## src/rtl/rv32v_pkg.sv

```systemverilog
// Shared types and constants for the RV32V hazard/flush controller.
// Stage bit order used by every stage vector: [0]=f1 [1]=f2 [2]=dec [3]=ex [4]=mem.
package rv32v_pkg;

    typedef enum logic [1:0] {
        RUN       = 2'd0,
        VEC_BUSY  = 2'd1,
        CSR_DRAIN = 2'd2,
        EXC_FLUSH = 2'd3
    } hazard_state_t;

    // Width of the exception flush hold counter (FLUSH_CYCLES is 1..15).
    localparam int FLUSH_CNT_W = 4;

    localparam int NUM_STAGES = 5;

    // Stage groups used for forced stall/flush terms.
    localparam logic [NUM_STAGES-1:0] MASK_FETCH     = 5'b00011; // f1, f2
    localparam logic [NUM_STAGES-1:0] MASK_FRONT     = 5'b00111; // f1, f2, dec
    localparam logic [NUM_STAGES-1:0] MASK_DEC       = 5'b00100; // dec only
    localparam logic [NUM_STAGES-1:0] MASK_UPTO_EX   = 5'b01111; // f1 .. ex
    localparam logic [NUM_STAGES-1:0] MASK_ALL       = 5'b11111;

endpackage

```

## src/rtl/rv32v_flush_counter.sv

```systemverilog
// Loadable down-counter that saturates at zero. zero_next flags that the
// count is zero, or becomes zero with the current decrement (count <= 1),
// so a state that decrements can leave on the cycle the count runs out.
module rv32v_flush_counter #(
    parameter int W = 4
) (
    input  logic         CLK,
    input  logic         RST,
    input  logic         load,
    input  logic         dec,
    input  logic [W-1:0] load_val,
    output logic         zero_next
);

    logic [W-1:0] count_reg;

    // Load has priority over decrement; decrement stops at zero.
    always_ff @(posedge CLK or posedge RST) begin
        if (RST) begin
            count_reg <= '0;
        end else if (load) begin
            count_reg <= load_val;
        end else if (dec && (count_reg != '0)) begin
            count_reg <= count_reg - 1'b1;
        end
    end

    assign zero_next = (count_reg <= W'(1));

endmodule

```

## src/rtl/rv32v_hazard_unit.sv

```systemverilog
// Central stall/flush controller for the RV32V vector pipeline.
// Combinational backpressure chain plus a small FSM covering vector
// occupancy, CSR drain and multi-cycle exception flush.
// Optional build macro RV32V_HAZARD_WDOG_EN adds a vector-busy watchdog
// (parameter WDOG_LIMIT, output wdog_fire).
module rv32v_hazard_unit
    import rv32v_pkg::*;
#(
    parameter int FLUSH_CYCLES = 2
`ifdef RV32V_HAZARD_WDOG_EN
    , parameter int WDOG_LIMIT = 1024
`endif
) (
    input  logic CLK,
    input  logic RST,
    input  logic busy_f1,
    input  logic busy_f2,
    input  logic busy_dec,
    input  logic busy_ex,
    input  logic busy_mem,
    input  logic decode_ena,
    input  logic execute_ena,
    input  logic memory_ena,
    input  logic writeback_ena,
    input  logic csr_update,
    input  logic exception_mem,
    input  logic v_busy,
    input  logic v_done,
    output logic stall_f1,
    output logic stall_f2,
    output logic stall_dec,
    output logic stall_ex,
    output logic stall_mem,
    output logic flush_f1,
    output logic flush_f2,
    output logic flush_dec,
    output logic flush_ex,
    output logic flush_mem,
    output logic v_decode_done
`ifdef RV32V_HAZARD_WDOG_EN
    , output logic wdog_fire
`endif
);

    localparam logic [FLUSH_CNT_W-1:0] FLUSH_LOAD = FLUSH_CNT_W'(FLUSH_CYCLES - 1);

    hazard_state_t state_reg;
    hazard_state_t state_next;
    logic          v_decode_done_reg;
    logic          v_decode_done_next;

    logic [NUM_STAGES-1:0] busy_vec;
    logic [NUM_STAGES-1:0] chain_vec;
    logic [NUM_STAGES-1:0] stall_force;
    logic [NUM_STAGES-1:0] flush_force;
    logic [NUM_STAGES-1:0] stall_vec;
    logic [NUM_STAGES-1:0] flush_vec;

    logic exc_event;
    logic csr_event;
    logic exc_load;
    logic exc_zero_next;
    logic wdog_hit;

    // execute_ena carries no hazard information for this controller; it stays
    // on the port list so the stage-valid interface is uniform.
    logic unused_execute_ena;
    assign unused_execute_ena = execute_ena;

    assign busy_vec = {busy_mem, busy_ex, busy_dec, busy_f2, busy_f1};

    // A stage stalls when it or any stage downstream of it is busy.
    for (genvar gi = 0; gi < NUM_STAGES; gi++) begin : g_chain
        assign chain_vec[gi] = |busy_vec[NUM_STAGES-1:gi];
    end

`ifdef RV32V_HAZARD_WDOG_EN
    localparam int WDOG_W = $clog2(WDOG_LIMIT + 1);

    logic wdog_load;
    logic wdog_zero_next;

    // Loaded with the full limit on entry; the limit-th busy cycle sees count 1.
    assign wdog_load = (state_next == VEC_BUSY) && (state_reg != VEC_BUSY);

    rv32v_flush_counter #(.W(WDOG_W)) u_wdog_counter (
        .CLK       (CLK),
        .RST       (RST),
        .load      (wdog_load),
        .dec       (state_reg == VEC_BUSY),
        .load_val  (WDOG_W'(WDOG_LIMIT)),
        .zero_next (wdog_zero_next)
    );

    assign wdog_hit  = (state_reg == VEC_BUSY) && wdog_zero_next;
    assign wdog_fire = wdog_hit && !RST;
`else
    assign wdog_hit = 1'b0;
`endif

    // A watchdog expiry is handled exactly like a memory-stage exception.
    assign exc_event = exception_mem || wdog_hit;
    // CSR writes only matter while the front end is live; in CSR_DRAIN and
    // EXC_FLUSH the memory stage cannot hold a fresh CSR write.
    assign csr_event = csr_update && memory_ena &&
                       ((state_reg == RUN) || (state_reg == VEC_BUSY));

    rv32v_flush_counter #(.W(FLUSH_CNT_W)) u_exc_counter (
        .CLK       (CLK),
        .RST       (RST),
        .load      (exc_load),
        .dec       (state_reg == EXC_FLUSH),
        .load_val  (FLUSH_LOAD),
        .zero_next (exc_zero_next)
    );

    // State register and the one-cycle vector-release pulse.
    always_ff @(posedge CLK or posedge RST) begin
        if (RST) begin
            state_reg         <= RUN;
            v_decode_done_reg <= 1'b0;
        end else begin
            state_reg         <= state_next;
            v_decode_done_reg <= v_decode_done_next;
        end
    end

    // Next state and forced stall/flush terms, highest-priority event first.
    always_comb begin
        state_next         = state_reg;
        v_decode_done_next = 1'b0;
        exc_load           = 1'b0;
        stall_force        = '0;
        flush_force        = '0;
        if (exc_event) begin
            flush_force = MASK_ALL;
            exc_load    = 1'b1;
            state_next  = EXC_FLUSH;
        end else if (csr_event) begin
            flush_force = MASK_UPTO_EX;
            state_next  = CSR_DRAIN;
        end else begin
            case (state_reg)
                RUN: begin
                    if (decode_ena && v_busy) begin
                        state_next = VEC_BUSY;
                    end
                end
                VEC_BUSY: begin
                    stall_force = MASK_FRONT;
                    if (v_done) begin
                        state_next         = RUN;
                        v_decode_done_next = 1'b1;
                    end
                end
                CSR_DRAIN: begin
                    stall_force = MASK_FETCH;
                    flush_force = MASK_DEC;
                    if (!busy_ex && !busy_mem && !writeback_ena) begin
                        state_next = RUN;
                    end
                end
                EXC_FLUSH: begin
                    flush_force = MASK_FRONT;
                    if (exc_zero_next) begin
                        state_next = RUN;
                    end
                end
                default: begin
                    state_next = RUN;
                end
            endcase
        end
    end

    // Reset squashes every stage; otherwise flush wins over stall per stage.
    always_comb begin
        flush_vec = RST ? MASK_ALL : flush_force;
        stall_vec = RST ? '0 : ((chain_vec | stall_force) & ~flush_vec);
    end

    assign {stall_mem, stall_ex, stall_dec, stall_f2, stall_f1} = stall_vec;
    assign {flush_mem, flush_ex, flush_dec, flush_f2, flush_f1} = flush_vec;
    assign v_decode_done = v_decode_done_reg;

endmodule

```

## config.mk

```make
export PLATFORM = sky130hd
export DESIGN_NAME = rv32v_hazard_unit
export DESIGN_NICKNAME = d
export VERILOG_FILES = /design/src/rtl/rv32v_pkg.sv /design/src/rtl/rv32v_flush_counter.sv /design/src/rtl/rv32v_hazard_unit.sv
export SDC_FILE = /design/constraint.sdc
export NUM_CORES = 1
export LEC_CHECK = 0
export CORE_MARGIN = 5
export CORE_UTILIZATION = 35
export CTS_CLUSTER_DIAMETER = 80
export DETAILED_ROUTE_END_ITERATION = 16
export GPL_TIMING_DRIVEN = 0
export PLACE_DENSITY = 0.77
export SLEW_MARGIN = 20
export SYNTH_ARGS = -nofsm -noshare
export SYNTH_HDL_FRONTEND = slang
export SYNTH_SLANG_ARGS = --single-unit
```

## constraint.sdc

```tcl
create_clock -name CLK -period 1.62 [get_ports CLK]
set_clock_uncertainty 0.15 [all_clocks]
set_input_delay 0.162 -clock CLK [delete_from_list [all_inputs] [get_ports CLK]]
set_output_delay 0.162 -clock CLK [all_outputs]
set_load 0.02 [all_outputs]
```

# Word-level counts from Yosys, hierarchy flattened
# Index checks and enable logic that the tools add are counted.
# word_totals
ff_bits,7
word_cells,55
# op_classes
addsub,1
n_eq_ne,7
n_bitwise,3
n_reduce_logical,18
n_mux,22
n_lt_le_gt_ge,1
# op_table
op,n
$mux W5,4
$mux W2,6
$mux W4,3
$ne A4 B4 Y1 const B,3
$pmux W3 S2,2
$pmux W2 S4,1
$logic_and A1 B1 Y1,6
$and A5 B5 Y5,1
$mux W1,5
$not A5 Y5,1
$or A5 B5 Y5,1
$reduce_or A5 Y1,1
$eq A2 B2 Y1 const B,2
$le A4 B1 Y1 const B,1
$ne A4 B3 Y1 const B,1
$reduce_and A4 Y1,1
$reduce_bool A4 Y1,1
$reduce_or A4 Y1,1
$sub A4 B1 Y4 const B,1
$logic_not A1 Y1,3
$mux W3,1
$reduce_or A3 Y1,1
$eq A2 B1 Y1 const B,1
$logic_not A2 Y1,1
3 further kinds,3

# Longest topological paths before layout
# Gate-level depths: netlist of the first run.
# depth
word_depth,9
ltp_mapped,6
mapped_depth_nobuf,6

# By module
# Synthesis of the first run repeated with hierarchy kept, for this count alone.
# unflattened
hier_cells,79
area_unflattened_um2,635.6
# modules_own_cells
mod,area_each_um2,instances,cells_each
rv32v_hazard_unit,346.6,1,46
rv32v_flush_counter,289.0,1,33

# Worst setup path after synthesis of the first run
# OpenSTA, ideal clock, no wires.
# synth_path
path_kind,register to output
startpoint,register state_reg[0]
endpoint,output stall_dec
arrival_ps,1850
required_ps,1308
n_path_buf,0
slack_ps,-542
path_stages_with_launch,7
cell_sequence,dfrtp_1 -> inv_1 -> ha_1 -> o211ai_1 -> nand2_1 -> or3_1 -> nor2_1
# synth_between
elab_chain_len,9
# synth_rtl
item,line,source
from (decl),rv32v_hazard_unit.sv:47,hazard_state_t state_reg;
from (signal assigned),rv32v_hazard_unit.sv:123,state_reg <= state_next;
"parallel branches: the longest is 3 deep, another holds $pmux W3 S2",-,
$mux W4 (*),rv32v_hazard_unit.sv:139,end else if (csr_event) begin
$mux W5 (*),rv32v_hazard_unit.sv:135,if (exc_event) begin
$mux W5 (*),rv32v_hazard_unit.sv:178,flush_vec = RST ? MASK_ALL : flush_force;
net flush_dec,rv32v_hazard_unit.sv:36,"output logic flush_dec,"
$not A5 Y5 (*),rv32v_hazard_unit.sv:179,stall_vec = RST ? '0 : ((chain_vec | stall_force) & ~flush_vec);
$and A5 B5 Y5 (*),rv32v_hazard_unit.sv:179,
$mux W5 (*),rv32v_hazard_unit.sv:179,
to (decl),rv32v_hazard_unit.sv:31,"output logic stall_dec,"
# Mark *: on every way through the listed nets, which the timed path passes.

# Worst setup path in the final report of the first run
# layout_path
startpoint,register state_reg[0]
endpoint,output stall_f1
# layout_between
elab_chain_len,9
# layout_rtl
item,line,source
"parallel branches: the longest is 7 deep, another holds $mux W5",-,
$and A5 B5 Y5 (*),rv32v_hazard_unit.sv:179,
$mux W5 (*),rv32v_hazard_unit.sv:179,
to (decl),rv32v_hazard_unit.sv:29,"output logic stall_f1,"
# Every way passes the cells marked *.

==> results.cfg, run 1 <==
[cts]
insertion_delay_ns = 0.26
numClockSinks = 7
h-tree-depth = 1
clk_path_buf_depth = 2
cts_buffers = 3
clkSlewWorstSetupHoldPaths_ns = 0.05
holdBufCountCts = 0
ctsRootBufferMaster = clkbuf_4
cts_tree = built

[flow_run]
cap_viol_max_count = 0

[hold_path]
hold_class = input pin to async pin

[cells_and_area]
syn2layout_area_growth_pct = 104
drive_gt1_share_pct = 47.2
final_common_cell = buf_4
largest_reg_flops = 4
fin_util_pct = 75.2
stdcell_count = 124
fin_nets = 131
final_cell_mix = buf_4 (14), clkdlybuf4s50_1 (11), buf_6 (9)
antenna_cells = 0

[logic_synthesis]
syn_area_um2 = 549
syn_inst = 65
yosysTopAreaCell = dfrtp_1
synth_area_per_cell_um2 = 8.45
netlist.area_leader.share_pct = 31.9
yosysWarnings = 0
postSynthNetCount = 87
yosys-top-cells-area = dfrtp_1 (32%), ha_1 (16%), inv_1 (6.8%)
synth-seq-area-share_pct = 31.9
synth_seq_cells = 7
ys_types = 24

[timing]
final_hold_viol_count = 0
min_period_ns = 2.20
grt_setup_unrepaired = yes
slew_violations = 0
worst_slack_ns = -0.575
final.period_utilization_pct = 135
tightest_slew_ns = 0.392
relSlewSlack_pct = 73.9
fmax_ghz = 0.456
setup_viol = 11

[grt]
grt_pass1_vias = 732
gr-total-overflow = 0
grt.total_usage_pct = 15.9
antenna_found_initial = 0
grt_max_degree = 8
grt_first_pass_wirelength_um = 2950

[drt]
ant_nets = 0
routed_wl_um = 1910
num_vias = 655
via_per_inst = 5.28
drt_iter0_markers = 11
dr.pass1.iters = 4
drc = 0
route.detailed.wl_per_inst_um = 15.4

[critical_path]
startpoint_type = flop
crit_path_start = state_reg[0]
crit_path_end = stall_f1
critPathKind = flop to primary output
rr_startpoint = state_reg[0]
arrival_ns = 1.88
ff2ff_path_depth = 7
required_ns = 1.31
r2r_end = state_reg[1]
r2r_slack_ns = -0.28
endpoint_kind = primary output
worstPathMaxFanout = 3

[place]
dp.final_hpwl_um = 1200
portBuffers = 24
place.gp.congestion = 0.812
placedCellCount = 105

[pwr]
leakage_nw = 0.503
p_per_area_nw_per_um2 = 1130
total_power_mw = 1.27
ir_worst_vdd_mv = 0.647

[outcome]
status = finished with violations
violations = negative setup slack

[die]
die_area_um2 = 2460
start_util_pct = 36.9
fp-row-count = 14
die_w_um = 49.6
chipHeight_um = 49.6
io_pins = 26
coreArea_um2 = 1490
==> kinds of logic after synthesis <==
logic type	synth area share, %
xor gates and xnor gates	3.19
buffers and inverters	8.20
DFF	31.9
adders and majority gates	15.9
and+or+nand+nor	20.7
AOI/OAI and AO/OA	20.0
==> Yosys cell counts <==
cell type	instances
a2111oi_0	1
a211oi_1	2
a21bo_1	1
a21oi_1	4
a222oi_1	1
a31o_1	1
a41o_1	1
and2_2	1
and3_1	1
buf_4	1
dfrtp_1	7
ha_1	7
inv_1	10
nand2_1	5
nand2b_1	1
nand3b_1	1
nor2_1	9
nor2b_1	1
o211ai_1	2
o21ai_0	1
o31ai_1	1
or3_1	3
or4_2	1
xnor2_1	2
==> what timing repair did <==
item	4_1_cts	5_1_grt
gates resized for setup	65	14
endpoints found under the setup margin	13	16
pin swaps	12	6
buffers inserted	15	4
==> final cells by class <==
class                   instances  area (um^2)
inverters                      10         40.0
fillers                       106          369
flip-flops and latches          7          178
clock buffers                   4         26.3
plain buffers                   1         7.51
repair buffers                 39          374
well taps                      16         20.0
multi-input cells              47          474
==> worst min path at each step <==
stage	start	end	slack [ns]	cells past startpoint
5_1_grt	RST	u_exc_counter.count_reg[1]	0.10	2
4_1_cts	RST	u_exc_counter.count_reg[1]	0.07	2
3_5_place_dp	RST	v_decode_done	0.29	2
2_1_floorplan	RST	state_reg[0]	-0.18	1
6_report	RST	u_exc_counter.count_reg[1]	0.07	2
3_3_place_gp	RST	v_decode_done	0.29	2
==> worst max-delay path: stages, from the launching register on <==
cell and delay (ns):
dfrtp_2 0.44, ha_4 0.18, o211ai_1 0.28, nor2b_4 0.26
buf_12 0.12, a21oi_4 0.06, a21oi_2 0.14, buf_4 0.16
==> metrics by stage <==
step,setup WS [ns],instance area (um^2),TNS (ns),hold slack [ns]
6_report,-0.575,1120,-3.52,0.0706
4_1_cts,-0.513,1070,-2.91,0.0724
3_3_place_gp,-0.918,858,-7.56,0.286
5_1_grt,-0.637,1120,-4.17,0.104
3_5_place_dp,-0.930,858,-7.66,0.288
2_1_floorplan,-0.274,598,-0.584,-0.185
==> metal layers <==
metal | track usage (%) | vias up | wire length, um
li1 | - | 315 | -
met4 | 10.0 | 0 | 39
met1 | 13.2 | 305 | 705
met2 | 32.0 | 30 | 1040
met5 | 0 | - | 0
met3 | 3.31 | 5 | 126
==> where the power goes <==
group	switching (mW)	internal [mW]	leakage [nW]
sequential	0.0550	0.229	0.0848
clock	0.0677	0.0942	0.0150
combinational	0.414	0.406	0.403
total	0.537	0.729	0.503
Note: power is estimated with default switching activity, not from simulation.
==> run 2: changes to the inputs <==
--- a/config.mk
+++ b/config.mk
@@ -5,9 +5,9 @@
 export SDC_FILE = /design/constraint.sdc
 export NUM_CORES = 1
 export LEC_CHECK = 0
-export CORE_MARGIN = 5
 export CORE_UTILIZATION = 35
 export CTS_CLUSTER_DIAMETER = 80
+export CTS_CLUSTER_SIZE = 24
 export DETAILED_ROUTE_END_ITERATION = 16
 export GPL_TIMING_DRIVEN = 0
 export PLACE_DENSITY = 0.77
==> run 2 against run 1 <==
The flow still finishes with violations (negative setup slack). Register-to-register slack about the same. Combinational power increased by 2.8%. Power increased by 0.42%. Non-clock buffer count increased by 2. Final cell count increased by 0.81%. Core utilization increased by 5.7 points. Maximum frequency decreased by 2.1%. Critical endpoint is now stall_dec. Largest power group unchanged. Highest routed layer unchanged.
==> results.cfg, run 2 (synthesis gave the netlist of run 1 again) <==
[outcome]
status = finished with violations
violations = negative setup slack

[critical_path]
arrival_ns = 1.93
critical_path.cell_chain = buf_6, ha_4, o211ai_1, nand2_2, or3_4, nor2_4, buf_6
critPathMaxStageDelay_ns = 0.42
worst-path-buf-inv = 2
required_ns = 1.31
startpoint_type = flop
slowest_stage = dfrtp_2
critPathKind = flop to primary output
ff2ff_path_depth = 6
critical_path_depth = 7
path_common_cell = buf_6
endpoint_kind = primary output
rr_startpoint = state_reg[0]
cp_top_family = simple AND/OR/NAND/NOR gates
worstPathMaxFanout = 3
crit_path_start = state_reg[0]

[cts]
h-tree-depth = 1
numClockSinks = 7
cts_buffers = 3
clkSlewWorstSetupHoldPaths_ns = 0.05
insertion_delay_ns = 0.25
ctsRootBufferMaster = clkbuf_4
cts_tree = built
clk_path_buf_depth = 2

[drt]
drt_iter0_markers = 23
dr.pass1.iters = 4
route.detailed.wl_per_inst_um = 16.5
routed_wl_um = 2060
num_vias = 663
drc = 0
ant_nets = 0
via_per_inst = 5.30

[die]
die_w_um = 41.6
coreArea_um2 = 1380
die_area_um2 = 1730
start_util_pct = 39.7
fp-row-count = 13
io_pins = 26
chipHeight_um = 41.6

[pwr]
leakage_nw = 0.510
p_per_area_nw_per_um2 = 1140
ir_worst_vdd_mv = 0.853
total_power_mw = 1.27

[timing]
relSlewSlack_pct = 72.0
grt_setup_unrepaired = yes
final_hold_viol_count = 0
tightest_slew_ns = 0.420
slew_violations = 0
tns_ns = -3.97
final.period_utilization_pct = 138
fmax_ghz = 0.446
setup_viol = 11
worst_slack_ns = -0.623
min_period_ns = 2.24

[cells_and_area]
fin_nets = 133
final_common_cell = buf_4
syn2layout_area_growth_pct = 104
drive_gt1_share_pct = 46.4
stdcell_count = 125
largest_reg_flops = 4
antenna_cells = 0
final_cell_mix = buf_4 (14), clkdlybuf4s50_1 (12), buf_6 (11)
fin_util_pct = 80.9
fillers = 85

[grt]
grt_pass1_vias = 540
grt_first_pass_wirelength_um = 2340
grt_max_degree = 8
antenna_found_initial = 0
gr-total-overflow = 0
grt.total_usage_pct = 18.0

[place]
placedCellCount = 104
portBuffers = 24
place.gp.congestion = 0.761
dp.final_hpwl_um = 1120

[hold_path]
hold_class = input pin to async pin

[flow_run]
cap_viol_max_count = 0
-- run 2: layout make-up --
class / count / area [um^2] / share of cell area [%]
inverter: 10 / 37.5 / 3.36
tap: 15 / 18.8 / 1.68
timing repair buffer: 41 / 394 / 35.2
multi-input combinational: 47 / 454 / 40.6
buffer: 1 / 11.3 / 1.01
sequential: 7 / 176 / 15.8
clock buffer: 4 / 26.3 / 2.35
-- run 2: layer usage --
layer	global-route usage (%)	vias up	wire, um
li1	-	312	-
met1	22.3	329	954
met2	28.1	18	1010
met3	9.13	4	74
met4	3.87	0	20
met5	0	-	0
-- run 2: final timing paths --
| kind | to | slack (ns) |
|---|---|---|
| worst max-delay path | stall_dec | -0.62 |
| worst min-delay path | v_decode_done | 0.07 |
| worst max register to register | state_reg[0] | -0.28 |
| worst min register to register | u_exc_counter.count_reg[0] | 0.44 |
| max in group asynchronous | state_reg[0] | 1.00 |
| min in group CLK | u_exc_counter.count_reg[1] | 0.29 |
-- run 2: metrics by stage --
| step | hold WS (ns) | cell area [um^2] | setup WS (ns) |
|---|---|---|---|
| after floorplan | -0.185 | 598 | -0.274 |
| after global placement | 0.290 | 857 | -0.899 |
| after detailed placement | 0.288 | 857 | -0.910 |
| after CTS | 0.0472 | 993 | -0.563 |
| after global routing | 0.106 | 1120 | -0.690 |
| final | 0.0746 | 1120 | -0.623 |
-- run 2: where the power goes --
| group | switching, mW | leakage (nW) | internal, mW | total (mW) |
|---|---|---|---|---|
| Sequential | 0.0474 | 0.0855 | 0.227 | 0.274 |
| Combinational | 0.430 | 0.409 | 0.413 | 0.843 |
| Clock | 0.0599 | 0.0150 | 0.0937 | 0.154 |
| Total | 0.537 | 0.510 | 0.733 | 1.27 |
-- run 2: worst reg2reg max path: cells and delay by family (launching register included) --
kind / cells / cell delay, ns
AOI/OAI and AO/OA: 2 / 0.65
adders and majority gates: 1 / 0.15
buffers and inverters: 2 / 0.28
DFF: 1 / 0.42
and+or+nand+nor: 1 / 0.14
-- run 2: what timing repair did --
action / CTS / global route
hold buffers: 0 / 0
setup buffers: 11 / 6
pin swaps: 9 / 7
endpoints found under the hold margin: 0 / 0
setup endpoints to repair: 12 / 16
gates resized for setup: 52 / 21
